## config.mk

```make
export PLATFORM = sky130hd
export DESIGN_NAME = sd_rx_burst_filler_flat
export DESIGN_NICKNAME = d
export VERILOG_FILES = /design/src/rtl/sd_rx_burst_filler_pkg.sv /design/src/rtl/sd_rx_burst_filler_if.sv /design/src/rtl/sd_rx_burst_filler_fifo.sv /design/src/rtl/sd_rx_burst_filler.sv /design/src/flat_wrapper.sv
export SDC_FILE = /design/constraint.sdc
export NUM_CORES = 1
export LEC_CHECK = 0
export ABC_AREA = 1
export BUFFER_PORTS_ARGS = -buffer_cell sky130_fd_sc_hd__clkbuf_2
export CORE_MARGIN = 2
export CORE_UTILIZATION = 60
export DETAILED_ROUTE_END_ITERATION = 6
export PLACE_DENSITY = 0.79
export SLEW_MARGIN = 5
export SYNTH_ARGS = -nofsm -noshare
export SYNTH_HDL_FRONTEND = slang
export SYNTH_SLANG_ARGS = --single-unit
```

## constraint.sdc

```tcl
create_clock -name clk -period 6 [get_ports clk]
set_input_delay 0.9 -clock clk [delete_from_list [all_inputs] [get_ports clk]]
set_output_delay 0.9 -clock clk [all_outputs]
set_load 0.01 [all_outputs]
```

## src/rtl/sd_rx_burst_filler_pkg.sv

```systemverilog
// Shared Wishbone cycle-type encodings and FSM state type for the SD receive burst filler.
package sd_rx_pkg;

    localparam logic [2:0] CTI_CLASSIC = 3'b000;
    localparam logic [2:0] CTI_INCR    = 3'b010;
    localparam logic [2:0] CTI_EOB     = 3'b111;
    localparam logic [1:0] BTE_LINEAR  = 2'b00;

    typedef enum logic [1:0] {
        IDLE,
        SINGLE,
        BURST,
        ERR
    } state_t;

endpackage

```

## src/rtl/sd_rx_burst_filler_if.sv

```systemverilog
// Wishbone B3 master bus bundle between the burst filler and the system arbiter.
interface sd_rx_burst_filler_if #(
    parameter int unsigned DW = 32
) ();
    localparam int unsigned SEL_W = DW / 8;

    logic [31:0]      m_wb_adr_o;
    logic [DW-1:0]    m_wb_dat_o;
    logic [SEL_W-1:0] m_wb_sel_o;
    logic             m_wb_we_o;
    logic             m_wb_cyc_o;
    logic             m_wb_stb_o;
    logic [2:0]       m_wb_cti_o;
    logic [1:0]       m_wb_bte_o;
    logic             m_wb_ack_i;
    logic             m_wb_err_i;

    modport master (
        output m_wb_adr_o, m_wb_dat_o, m_wb_sel_o, m_wb_we_o,
               m_wb_cyc_o, m_wb_stb_o, m_wb_cti_o, m_wb_bte_o,
        input  m_wb_ack_i, m_wb_err_i
    );

    modport slave (
        input  m_wb_adr_o, m_wb_dat_o, m_wb_sel_o, m_wb_we_o,
               m_wb_cyc_o, m_wb_stb_o, m_wb_cti_o, m_wb_bte_o,
        output m_wb_ack_i, m_wb_err_i
    );
endinterface

```

## src/rtl/sd_rx_burst_filler_fifo.sv

```systemverilog
// Single-clock show-ahead FIFO with synchronous flush; head word is visible one edge after its push.
module sd_rx_sync_fifo #(
    parameter int unsigned DW         = 32,
    parameter int unsigned DEPTH_LOG2 = 4
) (
    input  logic                  clk,
    input  logic                  rst_n,
    input  logic                  flush,
    input  logic                  push,
    input  logic [DW-1:0]         din,
    input  logic                  pop,
    output logic [DW-1:0]         dout,
    output logic                  full,
    output logic                  empty,
    output logic [DEPTH_LOG2:0]   count
);
    localparam int unsigned        CW    = DEPTH_LOG2 + 1;
    localparam logic [CW-1:0]      DEPTH = CW'(1 << DEPTH_LOG2);
    localparam logic [CW-1:0]      ONE   = CW'(1);

    logic [DW-1:0] mem [1 << DEPTH_LOG2];
    logic [CW-1:0] wr_ptr;
    logic [CW-1:0] rd_ptr;
    logic          do_pop;
    logic          do_push;

    // A pop frees a slot in the same cycle, so a push into a full FIFO is kept when paired with a pop.
    assign do_pop  = pop && !empty;
    assign do_push = push && (!full || do_pop);

    assign count = wr_ptr - rd_ptr;
    assign full  = (count == DEPTH);
    assign empty = (count == '0);
    assign dout  = mem[rd_ptr[DEPTH_LOG2-1:0]];

    always_ff @(posedge clk) begin
        if (do_push && !flush)
            mem[wr_ptr[DEPTH_LOG2-1:0]] <= din;
    end

    always_ff @(posedge clk or negedge rst_n) begin
        if (!rst_n) begin
            wr_ptr <= '0;
            rd_ptr <= '0;
        end else if (flush) begin
            wr_ptr <= '0;
            rd_ptr <= '0;
        end else begin
            if (do_push) wr_ptr <= wr_ptr + ONE;
            if (do_pop)  rd_ptr <= rd_ptr + ONE;
        end
    end
endmodule

```

## src/rtl/sd_rx_burst_filler.sv

```systemverilog
// SD receive FIFO drained to memory as a Wishbone B3 master, using incrementing bursts when enough words are queued.
module sd_rx_burst_filler
    import sd_rx_pkg::*;
#(
    parameter int unsigned DW         = 32,
    parameter int unsigned DEPTH_LOG2 = 4,
    parameter int unsigned BURST_LEN  = 4,
    parameter int unsigned OFFSET_W   = 9
) (
    input  logic                  clk,
    input  logic                  rst_n,
    input  logic                  en,
    input  logic [31:0]           adr,
    input  logic                  wr,
    input  logic [DW-1:0]         dat_i,
    sd_rx_burst_filler_if.master  wb,
    output logic                  full,
    output logic                  empty,
    output logic                  overflow,
    output logic                  bus_err
);
    localparam int unsigned       CW        = DEPTH_LOG2 + 1;
    localparam int unsigned       SHIFT     = $clog2(DW / 8);
    localparam logic [CW-1:0]     BURST_CNT = CW'(BURST_LEN);
    localparam logic [CW-1:0]     LAST_BEAT = CW'(BURST_LEN - 1);
    localparam logic [CW-1:0]     PENULT    = CW'(BURST_LEN - 2);
    localparam logic [CW-1:0]     BEAT_ONE  = CW'(1);
    localparam logic [OFFSET_W-1:0] OFS_ONE = OFFSET_W'(1);

    state_t                state;
    logic [CW-1:0]         count;
    logic [CW-1:0]         beat;
    logic [OFFSET_W-1:0]   offset;
    logic                  cyc_q;
    logic                  stb_q;
    logic [2:0]            cti_q;
    logic                  overflow_q;
    logic                  bus_err_q;
    logic                  beat_ack;
    logic [DW-1:0]         fifo_dout;

    // err outranks ack; an errored beat never pops the FIFO.
    assign beat_ack = ((state == SINGLE) || (state == BURST)) && wb.m_wb_ack_i && !wb.m_wb_err_i;

    sd_rx_sync_fifo #(
        .DW         (DW),
        .DEPTH_LOG2 (DEPTH_LOG2)
    ) u_fifo (
        .clk   (clk),
        .rst_n (rst_n),
        .flush (!en),
        .push  (wr && en),
        .din   (dat_i),
        .pop   (beat_ack),
        .dout  (fifo_dout),
        .full  (full),
        .empty (empty),
        .count (count)
    );

    always_ff @(posedge clk or negedge rst_n) begin
        if (!rst_n) begin
            state      <= IDLE;
            beat       <= '0;
            offset     <= '0;
            cyc_q      <= 1'b0;
            stb_q      <= 1'b0;
            cti_q      <= CTI_CLASSIC;
            overflow_q <= 1'b0;
            bus_err_q  <= 1'b0;
        end else if (!en) begin
            state      <= IDLE;
            beat       <= '0;
            offset     <= '0;
            cyc_q      <= 1'b0;
            stb_q      <= 1'b0;
            cti_q      <= CTI_CLASSIC;
            overflow_q <= 1'b0;
            bus_err_q  <= 1'b0;
        end else begin
            if (wr && full && !beat_ack)
                overflow_q <= 1'b1;
            case (state)
                IDLE: begin
                    if (count >= BURST_CNT) begin
                        state <= BURST;
                        cyc_q <= 1'b1;
                        stb_q <= 1'b1;
                        cti_q <= (BURST_LEN == 1) ? CTI_EOB : CTI_INCR;
                        beat  <= '0;
                    end else if (count != '0) begin
                        state <= SINGLE;
                        cyc_q <= 1'b1;
                        stb_q <= 1'b1;
                        cti_q <= CTI_CLASSIC;
                    end
                end
                SINGLE, BURST: begin
                    if (wb.m_wb_err_i) begin
                        state     <= ERR;
                        cyc_q     <= 1'b0;
                        stb_q     <= 1'b0;
                        bus_err_q <= 1'b1;
                    end else if (wb.m_wb_ack_i) begin
                        offset <= offset + OFS_ONE;
                        beat   <= beat + BEAT_ONE;
                        if (state == SINGLE || beat == LAST_BEAT) begin
                            state <= IDLE;
                            cyc_q <= 1'b0;
                            stb_q <= 1'b0;
                            cti_q <= CTI_CLASSIC;
                        end else if (beat == PENULT) begin
                            cti_q <= CTI_EOB;
                        end
                    end
                end
                ERR: ;
                default: state <= IDLE;
            endcase
        end
    end

    assign wb.m_wb_adr_o = adr + (32'(offset) << SHIFT);
    assign wb.m_wb_dat_o = fifo_dout;
    assign wb.m_wb_sel_o = '1;
    assign wb.m_wb_we_o  = cyc_q;
    assign wb.m_wb_cyc_o = cyc_q;
    assign wb.m_wb_stb_o = stb_q;
    assign wb.m_wb_cti_o = cti_q;
    assign wb.m_wb_bte_o = BTE_LINEAR;
    assign overflow      = overflow_q;
    assign bus_err       = bus_err_q;
endmodule
```

## src/flat_wrapper.sv

```systemverilog
// flat-port wrapper written by rule: the top's interface ports become plain ports
module sd_rx_burst_filler_flat import sd_rx_pkg::*;
#(
    parameter int unsigned DW         = 32,
    parameter int unsigned DEPTH_LOG2 = 4,
    parameter int unsigned BURST_LEN  = 4,
    parameter int unsigned OFFSET_W   = 9
)
  (clk, rst_n, en, adr, wr, dat_i, full, empty, overflow, bus_err, wb_m_wb_adr_o, wb_m_wb_dat_o, wb_m_wb_sel_o, wb_m_wb_we_o, wb_m_wb_cyc_o, wb_m_wb_stb_o, wb_m_wb_cti_o, wb_m_wb_bte_o, wb_m_wb_ack_i, wb_m_wb_err_i);
  sd_rx_burst_filler_if #(.DW(DW)) wb_i ();
  input  logic clk;
  input  logic rst_n;
  input  logic en;
  input  logic [31:0] adr;
  input  logic wr;
  input  logic [DW-1:0] dat_i;
  output logic full;
  output logic empty;
  output logic overflow;
  output logic bus_err;
  output wire logic [$bits(wb_i.m_wb_adr_o)-1:0] wb_m_wb_adr_o;
  output wire logic [$bits(wb_i.m_wb_dat_o)-1:0] wb_m_wb_dat_o;
  output wire logic [$bits(wb_i.m_wb_sel_o)-1:0] wb_m_wb_sel_o;
  output wire logic [$bits(wb_i.m_wb_we_o)-1:0] wb_m_wb_we_o;
  output wire logic [$bits(wb_i.m_wb_cyc_o)-1:0] wb_m_wb_cyc_o;
  output wire logic [$bits(wb_i.m_wb_stb_o)-1:0] wb_m_wb_stb_o;
  output wire logic [$bits(wb_i.m_wb_cti_o)-1:0] wb_m_wb_cti_o;
  output wire logic [$bits(wb_i.m_wb_bte_o)-1:0] wb_m_wb_bte_o;
  input wire logic [$bits(wb_i.m_wb_ack_i)-1:0] wb_m_wb_ack_i;
  input wire logic [$bits(wb_i.m_wb_err_i)-1:0] wb_m_wb_err_i;
  assign wb_m_wb_adr_o = wb_i.m_wb_adr_o;
  assign wb_m_wb_dat_o = wb_i.m_wb_dat_o;
  assign wb_m_wb_sel_o = wb_i.m_wb_sel_o;
  assign wb_m_wb_we_o = wb_i.m_wb_we_o;
  assign wb_m_wb_cyc_o = wb_i.m_wb_cyc_o;
  assign wb_m_wb_stb_o = wb_i.m_wb_stb_o;
  assign wb_m_wb_cti_o = wb_i.m_wb_cti_o;
  assign wb_m_wb_bte_o = wb_i.m_wb_bte_o;
  assign wb_i.m_wb_ack_i = wb_m_wb_ack_i;
  assign wb_i.m_wb_err_i = wb_m_wb_err_i;
  sd_rx_burst_filler #(.DW(DW), .DEPTH_LOG2(DEPTH_LOG2), .BURST_LEN(BURST_LEN), .OFFSET_W(OFFSET_W)) u_core (.clk(clk), .rst_n(rst_n), .en(en), .adr(adr), .wr(wr), .dat_i(dat_i), .wb(wb_i), .full(full), .empty(empty), .overflow(overflow), .bus_err(bus_err));
endmodule
```

==> out/results.ini, run 1 <==
[outcome]
status=finished, violations left
violations=design-rule violations

[cts]
clk_latency_ns=0.58
cts_hold_buffers=0
tritoncts=built
numCtsBuffers=51
cts.sink_count=543
clockRootBuffer=clkbuf_16
clk_pin_slew_ns=0.06
post_cts_buffers=0
ctsHtreeMaxLevel=2
ctsLongestPathBuffers=3
cts-resized-gates=0

[timing]
finalCriticalPeriod_ns=4.68
max-slew-margin-rel=0.229
max_freq_mhz=214
tightest_slew_ns=1.16
hold_viol_final=0
setup_violations=0
rsz0062_at_grt=false
drv_slew=0
tns_ns=0
timing.hold.ws_ns=0.402
fin_crit_sh=0.780
fin_worst_skew_ns=0.0140

[setup_path]
cp_max_fo=91
endpoint_kind=output port
worst-path-buf-inv=3
r2r-start=u_core.u_fifo.rd_ptr[1]
crit_path_top_delay_cell=dfrtp_4
rr_worst_depth=12
cpLargestDelayFamily=buffers and inverters
startpoint_type=flop
rr_endpoint=u_core.u_fifo.mem[5][15]
worstSetupPathType=reg2out
critPathRequiredTime_ns=5.10
timing.reg2reg.setup_slack_ns=1.36
cpPeakStageDelay_ns=0.84
crit_arrival_ns=3.78
crit_chain=clkinv_2 -> buf_4 -> o21ai_1 -> o221ai_1 -> o211ai_1 -> nand3_1 -> clkbuf_2

[route]
drt_iter0_drc=2276
postRouteAntennaNets=0
avgRoutedWirePerCell_um=22.2
totalWireLength_mm=55.9
drc=1
via_per_inst=6.20
detail_route.first_pass.iterations=7
vias=15600

[logic_synthesis]
syn_area_per_cell_um2=12.3
ys_ff_latch=543
synth_compound_area_frac=0.111
synthCells=1855
synthTopCellsByCount=512 x edfxtp_1, 293 x nor2_1, 242 x o21ai_0, 191 x nand2_1, 86 x nand3_1
synth_top_family_by_area=simple AND/OR/NAND/NOR gates
synth_mux_area_frac=0
netlist_area_um2=22800
yosys_most_used_dff=edfxtp_1
synth_cell_type_count=39
synth_largest_area_cell=edfxtp_1
synth_most_common_cell=edfxtp_1
synthAdderAreaFrac=0.0144
netlist.area_leader.share=0.675
synth_edf_count=512
yosys_warnings=0
synth-simple-area-share=0.116
synthArstFlopShare=0.0571
ys_seq_area_frac=0.709
yosys.area_share.xor_xnor=0.0119
netlist_top_cells_area=edfxtp_1 67%, o21ai_0 5.3%, nor2_1 4.8%

[power_and_ir_drop]
swShare=0.251
peakVddDrop_v=0.000252
p_int_w=0.00624
pwr-share-clk=0.377
combPwrFrac=0.112
pwr-share-seq=0.511
p_leak_nw=9.04
p_switching_w=0.00209
powerDensity_nw_per_um2=327

[final_layout]
area_growth_pct=12.0
stdcell_area_um2=25500
fin_nets=2060
drive_gt1_frac=0.141

[place]
placed_cell_area_um2=23900
port_buffers=139
gp_congestion=0.890
dp_hpwl_mm=30.4

[floorplan]
die_w_um=199
rows=71
io_pins=150
die_h_um=199
fp.coreArea_um2=37500
start_util=0.608
dieArea_um2=39500

[flow_run]
drv_cap=0

[global_routing]
grt_pass1_vias=15100
grt_pass1_wl_mm=84.5
antenna_found_initial=4
grt_max_degree=151
grt_overflow=0
grt_use_total=0.283

[hold_path]
hold_class=in2async

==> cell families (layout without fill, tap and decap cells) <==
| group | after synthesis | in the layout |
|---|---|---|
| simple gates | 632 | 632 |
| buf+inv | 183 | 330 |
| other cells | 2 | 10 |
| flops | 543 | 543 |
| xor+xnor | 31 | 31 |
| fa+ha+maj | 25 | 25 |
| compound gates | 439 | 439 |
==> layout by cell type, fill, tap and decap left out, drive strengths merged <==
cell type | netlist | layout
a21boi | 1 | 1
a21oi | 16 | 16
and3 | 1 | 1
buf | 53 | 28
bufinv | 0 | 4
clkbuf | 61 | 203
clkinv | 1 | 23
clkinvlp | 0 | 2
conb | 2 | 6
dfrtp | 31 | 31
diode | 0 | 4
edfxtp | 512 | 512
fa | 2 | 2
ha | 23 | 23
inv | 68 | 70
nand2 | 199 | 199
nand3 | 89 | 89
nand3b | 3 | 3
nand4 | 24 | 24
nor2 | 297 | 297
nor3 | 12 | 12
nor4 | 5 | 5
o211ai | 13 | 13
o21a | 1 | 1
o21ai | 278 | 278
o21bai | 2 | 2
o221ai | 51 | 51
o22ai | 77 | 77
or2 | 2 | 2
xnor2 | 10 | 10
xor2 | 21 | 21
==> cell type report <==
class / instances / area [um2]
diodes: 4 / 10.0
clock buffers: 64 / 1330
clock inverters: 30 / 282
fillers: 2601 / 12000
inverters: 69 / 265
multi-input cells: 1133 / 5930
flip-flops and latches: 543 / 16200
well taps: 511 / 639
repair buffers: 167 / 906
==> layer usage <==
layer / track usage / part of all wire / up-vias
met5: 0 / 0.00020 / -
met3: 0.0561 / 0.099 / 125
li1: - / - / 7001
met2: 0.463 / 0.48 / 880
met4: 0.0893 / 0.026 / 2
met1: 0.386 / 0.39 / 7632
==> registers in the layout, indices dropped and copies added (netlist names) <==
register and flops:
u_core.beat 5, u_core.bus_err 1, u_core.offset 9, u_core.overflow 1, u_core.state 2, u_core.u_fifo.mem 512
u_core.u_fifo.rd_ptr 5, u_core.u_fifo.wr_ptr 5, u_core.wb.m_wb_cti_o 2, u_core.wb.m_wb_cyc_o 1
==> worst max path at each step <==
stage	startpoint	endpoint	slack (ns)	depth (start not counted)
after floorplan	u_core.u_fifo.rd_ptr[1]	u_core.u_fifo.mem[0][0]	2.30	13
after global placement	u_core.u_fifo.rd_ptr[1]	u_core.u_fifo.mem[5][19]	1.51	12
after detailed placement	u_core.u_fifo.rd_ptr[1]	u_core.u_fifo.mem[5][20]	1.47	12
after CTS	u_core.u_fifo.rd_ptr[1]	wb_m_wb_dat_o[24]	1.37	7
after global routing	u_core.u_fifo.rd_ptr[1]	u_core.u_fifo.mem[5][13]	1.15	12
final	u_core.u_fifo.rd_ptr[1]	wb_m_wb_dat_o[24]	1.32	7
==> power by group through the flow <==
| stage | registers (W) | clock network [W] | logic, W |
|---|---|---|---|
| floorplan | 0.00432 | 0 | 0.000639 |
| global placement | 0.00434 | 0 | 0.000896 |
| detailed placement | 0.00434 | 0 | 0.000923 |
| CTS | 0.00426 | 0.00315 | 0.000932 |
| global route | 0.00427 | 0.00330 | 0.00104 |
| finish | 0.00426 | 0.00314 | 0.000936 |
==> worst register-to-register path: cells and delay by family (launching register included) <==
family,cells,cell delay [ns]
and+or+nand+nor,8,1.61
buffers and inverters,3,1.23
adders and majority gates,1,0.66
DFF,1,0.84
==> per-stage QoR <==
stage	util	cells	total power [W]	setup slack, ns
floorplan	-	1859	0.00496	2.30
global placement	0.638	2423	0.00523	1.51
detailed placement	0.638	2423	0.00526	1.47
CTS	0.680	2517	0.00834	1.37
global route	0.680	2517	0.00860	1.15
finish	0.681	2521	0.00834	1.32
No activity file was read; power rests on OpenSTA's default activity.
==> run 2, diff against run 1 <==
Clock period 6 ns to 4.75 ns, I/O delays scaled along.
==> run 2 against run 1 <==
The flow now finishes without violations. Global-route usage rose by 0.088 points. Clock power rose by 25%. Final cell count about the same. Final area barely moved. Via count is 0.54% higher. Routed wire length fell by 0.31%. First-iteration DRC count fell by 20%. Flip-flop and latch count unchanged.
==> out/results.ini, run 2 (synthesis results as in run 1) <==
[global_routing]
grt_pass1_wl_mm=85.1  ; was 84.5 mm
grt_use_total=0.284  ; was 0.283
grt_max_degree=259  ; was 151
grt_pass1_vias=15100  ; about the same
use_met3=0.0446  ; was 0.0561
use_met1=0.396  ; was 0.386
grt_overflow=0  ; unchanged
antenna_found_initial=3  ; was 4
busiest_layer=met2  ; unchanged
met2_usage=0.460  ; was 0.463

[floorplan]
start_util=0.608  ; unchanged
dieArea_um2=39500  ; unchanged
fp.coreArea_um2=37500  ; unchanged
die_h_um=199  ; unchanged
die_w_um=199  ; unchanged
io_pins=150  ; unchanged
rows=71  ; unchanged

[hold_path]
hold_class=in2async  ; unchanged

[flow_run]
drv_cap=0  ; unchanged

[setup_path]
critPathRequiredTime_ns=4.04  ; was 5.10 ns
cp_max_fo=100  ; was 91
rr_worst_depth=12  ; unchanged
path_depth=6  ; was 7
crit_chain=buf_4 -> o21ai_0 -> o221ai_1 -> o211ai_1 -> nand3_1 -> clkbuf_2  ; was clkinv_2 -> buf_4 -> o21ai_1 -> o221ai_1 -> o211ai_1 -> nand3_1 -> clkbuf_2
endpoint_kind=output port  ; unchanged
cpPeakStageDelay_ns=0.84  ; about the same
crit_arrival_ns=3.31  ; was 3.78 ns
cpLargestDelayFamily=buffers and inverters  ; unchanged
crit_path_top_delay_cell=buf_4  ; was dfrtp_4
startpoint_type=flop  ; unchanged
worst-path-buf-inv=2  ; was 3
worstSetupPathType=reg2out  ; unchanged

[final_layout]
fin_nets=2057  ; was 2,060
final_cell_mix=512 x edfxtp_1, 276 x nor2_1, 242 x o21ai_0  ; unchanged
stdcell_area_um2=25500  ; about the same
drive_gt1_frac=0.140  ; was 0.141
regArea_um2=16200  ; unchanged
fin_util=0.681  ; about the same
final_common_cell=edfxtp_1  ; unchanged
n_fill_cell=2595  ; was 2,601
area_growth_pct=12.1  ; was 12.0%
largest_register_ffs=512  ; unchanged
multi_input_area_um2=5930  ; unchanged

[power_and_ir_drop]
combPwrFrac=0.116  ; was 0.112
pwr-share-clk=0.374  ; was 0.377
p_leak_nw=9.04  ; about the same
p_int_w=0.00789  ; was 0.00624 W
swShare=0.251  ; about the same
peakVddDrop_v=0.000346  ; was 0.000252 V
powerDensity_nw_per_um2=412  ; was 327 nW/um2
pwr-share-seq=0.509  ; was 0.511
p_switching_w=0.00265  ; was 0.00209 W

[timing]
timing.hold.ws_ns=0.196  ; was 0.402 ns
drv_slew=0  ; unchanged
fin_worst_skew_ns=0.0222  ; was 0.0140 ns
rsz0062_at_grt=false  ; unchanged
setup_violations=0  ; unchanged
tns_ns=0  ; unchanged
max-slew-margin-rel=0.168  ; was 0.229
fin_crit_sh=0.847
max_freq_mhz=249
tightest_slew_ns=1.25  ; was 1.16 ns
finalCriticalPeriod_ns=4.02
hold_viol_final=0  ; unchanged

[cts]
ctsHtreeMaxLevel=2  ; unchanged
clk_latency_ns=0.59  ; was 0.58 ns
ctsLongestPathBuffers=3  ; unchanged
clk_pin_slew_ns=0.06  ; about the same
numCtsBuffers=52  ; was 51
clockRootBuffer=clkbuf_16  ; unchanged
post_cts_buffers=0  ; unchanged
cts.sink_count=543  ; unchanged
cts-resized-gates=0  ; unchanged
cts_hold_buffers=0  ; unchanged
tritoncts=built  ; unchanged

[place]
gp_congestion=0.844  ; was 0.890
dp_hpwl_mm=31.9  ; was 30.4 mm
port_buffers=139  ; unchanged
placed_cell_area_um2=23900  ; about the same

[route]
drt_iter0_drc=1826  ; was 2,276
drc=0  ; was 1
postRouteAntennaNets=0  ; unchanged
vias=15700  ; was 15,600
avgRoutedWirePerCell_um=22.1  ; was 22.2 um
via_per_inst=6.24  ; was 6.20
detail_route.first_pass.iterations=6  ; was 7
totalWireLength_mm=55.7  ; was 55.9 mm

[outcome]
status=completed  ; was finished, violations left

-- run 2: changes by cell type in the layout (fill, tap and decap cells not counted) --
| cell | before | now |
|---|---|---|
| buf_4 | 28 | 20 |
| buf_12 | 0 | 4 |
| clkinv_1 | 10 | 13 |
| clkbuf_1 | 13 | 11 |
| clkbuf_16 | 51 | 53 |
| clkinv_2 | 12 | 14 |
| inv_16 | 2 | 0 |
| bufinv_16 | 4 | 3 |
| clkinv_4 | 1 | 0 |
| clkinvlp_4 | 2 | 3 |
| diode_2 | 4 | 3 |
| inv_6 | 2 | 3 |
-- run 2: area by class of cell --
class                      count  share of cell area
multi-input combinational   1133               0.232
clock inverter                33             0.00941
timing repair buffer         163              0.0363
inverter                      69              0.0104
sequential                   543               0.633
tap                          511              0.0250
clock buffer                  64              0.0536
antenna                        3            0.000294
-- run 2: final timing paths --
kind | slack [ns] | endpoint | start
max | 0.73 | wb_m_wb_dat_o[0] | u_core.u_fifo.rd_ptr[1]
max reg2reg | 0.82 | u_core.u_fifo.mem[4][10] | u_core.u_fifo.rd_ptr[1]
max in group asynchronous | 3.96 | u_core.u_fifo.rd_ptr[1] | rst_n
min | 0.20 | u_core.offset[1] | rst_n
min reg2reg | 0.50 | u_core.bus_err | u_core.bus_err
min in group clk | 0.44 | u_core.u_fifo.wr_ptr[3] | wr
-- run 2: power by group through the flow --
stage	combinational, W	clock, W	sequential, W
6_report	0.00123	0.00394	0.00536
5_1_grt	0.00137	0.00414	0.00537
4_1_cts	0.00122	0.00396	0.00536
3_5_place_dp	0.00121	0	0.00546
3_3_place_gp	0.00118	0	0.00546
2_1_floorplan	0.000808	0	0.00546
-- run 2: per-layer routing --
layer | share of wire | vias to the layer above
met1 | 0.40 | 7773
li1 | - | 7003
met4 | 0.026 | 2
met5 | 0.00023 | -
met3 | 0.084 | 113
met2 | 0.49 | 834
-- run 2: stage by stage --
stage               total power [W]  setup WS, ns  cells
floorplan                   0.00627          1.05   1859
global placement            0.00664         0.999   2419
detailed placement          0.00667         0.887   2419
CTS                          0.0105         0.816   2516
global route                 0.0109         0.583   2516
finish                       0.0105         0.729   2519
==> run 3, diff against run 2 <==
Clock period 4.75 ns to 4.2 ns, I/O delays scaled along.
==> run 3 against run 2 <==
Clock power increased by 16%. Final cell count increased by 0.20%. Die area unchanged. Final area increased by 0.53%. Register-to-register slack got worse by 0.14 ns. Sequential power increased by 13%. Utilization increased by 0.36 points. Critical endpoint is now wb_m_wb_dat_o[9]. Largest cell class unchanged.
==> out/results.ini, run 3 (synthesis results as in run 1) <==
[power_and_ir_drop]
p_switching_w=0.00296  ; was 0.00265 W
p_int_w=0.00904  ; was 0.00789 W
pwr-share-clk=0.381  ; was 0.374
peakVddDrop_v=0.000416  ; was 0.000346 V
p_leak_nw=9.11  ; was 9.04 nW
pwr-share-seq=0.505  ; was 0.509
combPwrFrac=0.114  ; was 0.116
powerDensity_nw_per_um2=467  ; was 412 nW/um2
swShare=0.246  ; was 0.251

[route]
drc=0  ; unchanged
wl_met3_mm=5.15  ; was 4.70 mm
vias=15700  ; about the same
via_per_inst=6.20  ; was 6.24
drt_iter0_drc=1839  ; was 1,826
wl_met2_mm=27.8  ; was 27.3 mm
detail_route.first_pass.iterations=5  ; was 6
postRouteAntennaNets=0  ; unchanged
avgRoutedWirePerCell_um=22.2  ; was 22.1 um
m1WireLength_mm=22.0  ; was 22.2 mm
totalWireLength_mm=56.1  ; was 55.7 mm
highest_layer=met5  ; unchanged

[setup_path]
crit_arrival_ns=3.47  ; was 3.31 ns
cp_max_fo=64  ; was 100
r2r-start=u_core.u_fifo.wr_ptr[0]  ; was u_core.u_fifo.rd_ptr[1]
timing.reg2reg.setup_slack_ns=0.68  ; was 0.82 ns
rr_worst_depth=14  ; was 12
worstSetupPathType=reg2out  ; unchanged
endpoint_kind=output port  ; unchanged
startpoint=u_core.u_fifo.rd_ptr[1]  ; unchanged
startpoint_type=flop  ; unchanged
critPathRequiredTime_ns=3.57  ; was 4.04 ns
rr_endpoint=u_core.u_fifo.mem[13][14]  ; was u_core.u_fifo.mem[4][10]

[place]
port_buffers=139  ; unchanged
dp_hpwl_mm=30.6  ; was 31.9 mm
gp_congestion=0.877  ; was 0.844

[floorplan]
start_util=0.608  ; unchanged
rows=71  ; unchanged
die_h_um=199  ; unchanged
io_pins=150  ; unchanged
fp.coreArea_um2=37500  ; unchanged
die_w_um=199  ; unchanged
dieArea_um2=39500  ; unchanged

[final_layout]
drive_gt1_frac=0.143  ; was 0.140
largest_register_ffs=512  ; unchanged
final_common_cell=edfxtp_1  ; unchanged
final_cell_mix=512 x edfxtp_1, 276 x nor2_1, 242 x o21ai_0  ; unchanged
area_growth_pct=12.7  ; was 12.1%
fin_nets=2065  ; was 2,057
n_fill_cell=2586  ; was 2,595

[cts]
clockRootBuffer=clkbuf_16  ; unchanged
cts-resized-gates=0  ; unchanged
cts.sink_count=543  ; unchanged
ctsHtreeMaxLevel=2  ; unchanged
ctsLongestPathBuffers=3  ; unchanged
tritoncts=built  ; unchanged
clk_latency_ns=0.58  ; was 0.59 ns
post_cts_buffers=0  ; unchanged
numCtsBuffers=51  ; was 52
clk_pin_slew_ns=0.06  ; about the same
cts_hold_buffers=0  ; unchanged

[global_routing]
grt_overflow=0  ; unchanged
grt_use_total=0.285  ; was 0.284
grt_pass1_wl_mm=85.3  ; was 85.1 mm
grt_max_degree=259  ; unchanged
antenna_found_initial=3  ; unchanged
grt_pass1_vias=15100  ; about the same

[timing]
tightest_slew_ns=1.27  ; was 1.25 ns
hold_viol_final=0  ; unchanged
max_freq_mhz=244
tns_ns=0  ; unchanged
fin_worst_skew_ns=0.0148  ; was 0.0222 ns
max-slew-margin-rel=0.151  ; was 0.168
fin_crit_sh=0.977
finalCriticalPeriod_ns=4.10
timing.hold.ws_ns=0.133  ; was 0.196 ns
setup_violations=0  ; unchanged
rsz0062_at_grt=false  ; unchanged
drv_slew=0  ; unchanged

[flow_run]
drv_cap=0  ; unchanged

[outcome]
status=completed  ; unchanged

[hold_path]
hold_class=in2async  ; unchanged

==> run 3: cell count changes in the layout (fill, tap and decap cells not counted) <==
cell,change
buf_12,+2
clkbuf_1,-2
inv_16,+1
buf_4,+7
bufinv_16,+2
diode_2,-1
clkinv_2,-2
inv_6,-2
==> run 3: through the flow <==
step / total power, W / instance area, um2 / setup WS [ns] / util / std cells
3_5_place_dp: 0.00752 / 24000 / 0.749 / 0.641 / 2428
3_3_place_gp: 0.00748 / 24000 / 0.842 / 0.641 / 2428
2_1_floorplan: 0.00709 / 22800 / 0.499 / - / 1859
4_1_cts: 0.0120 / 25700 / 0.144 / 0.685 / 2522
6_report: 0.0120 / 25700 / 0.0976 / 0.685 / 2524
5_1_grt: 0.0124 / 25700 / 0.0226 / 0.685 / 2522
==> run 3: metal layers <==
metal	up-vias	global-route usage
met2	830	0.466
met4	2	0.0871
met3	97	0.0517
met1	7691	0.394
met5	-	0
li1	7032	-
==> run 3: area by class of cell <==
type,instances,area (um2),share of cell area
flip-flops and latches,543,16200,0.630
diodes,2,5.00,0.000195
multi-input cells,1133,5930,0.231
inverters,69,265,0.0103
clock buffers,62,1360,0.0530
well taps,511,639,0.0249
repair buffers,172,1020,0.0397
clock inverters,32,293,0.0114
==> run 3: worst max-delay path by stage <==
stage / endpoint / slack [ns] / depth (start not counted)
floorplan: u_core.u_fifo.mem[0][0] / 0.50 / 13
global route: wb_m_wb_dat_o[31] / 0.02 / 7
CTS: wb_m_wb_dat_o[9] / 0.14 / 7
global placement: u_core.u_fifo.mem[13][19] / 0.84 / 14
detailed placement: u_core.u_fifo.mem[12][12] / 0.75 / 14
finish: wb_m_wb_dat_o[9] / 0.1 / 7
==> run 3: power by group through the flow <==
stage | registers, W | clock network [W] | logic [W]
global route | 0.00607 | 0.00480 | 0.00151
finish | 0.00606 | 0.00457 | 0.00136
detailed placement | 0.00618 | 0 | 0.00135
floorplan | 0.00617 | 0 | 0.000913
global placement | 0.00617 | 0 | 0.00131
CTS | 0.00606 | 0.00461 | 0.00136
==> run 3: critical path, stage by stage (launching register included) <==
cell	delay, ns
dfrtp_4	0.62
buf_4	0.50
buf_4	0.69
o21ai_0	0.28
o221ai_1	0.34
nand3_1	0.13
nand3_1	0.11
clkbuf_2	0.14
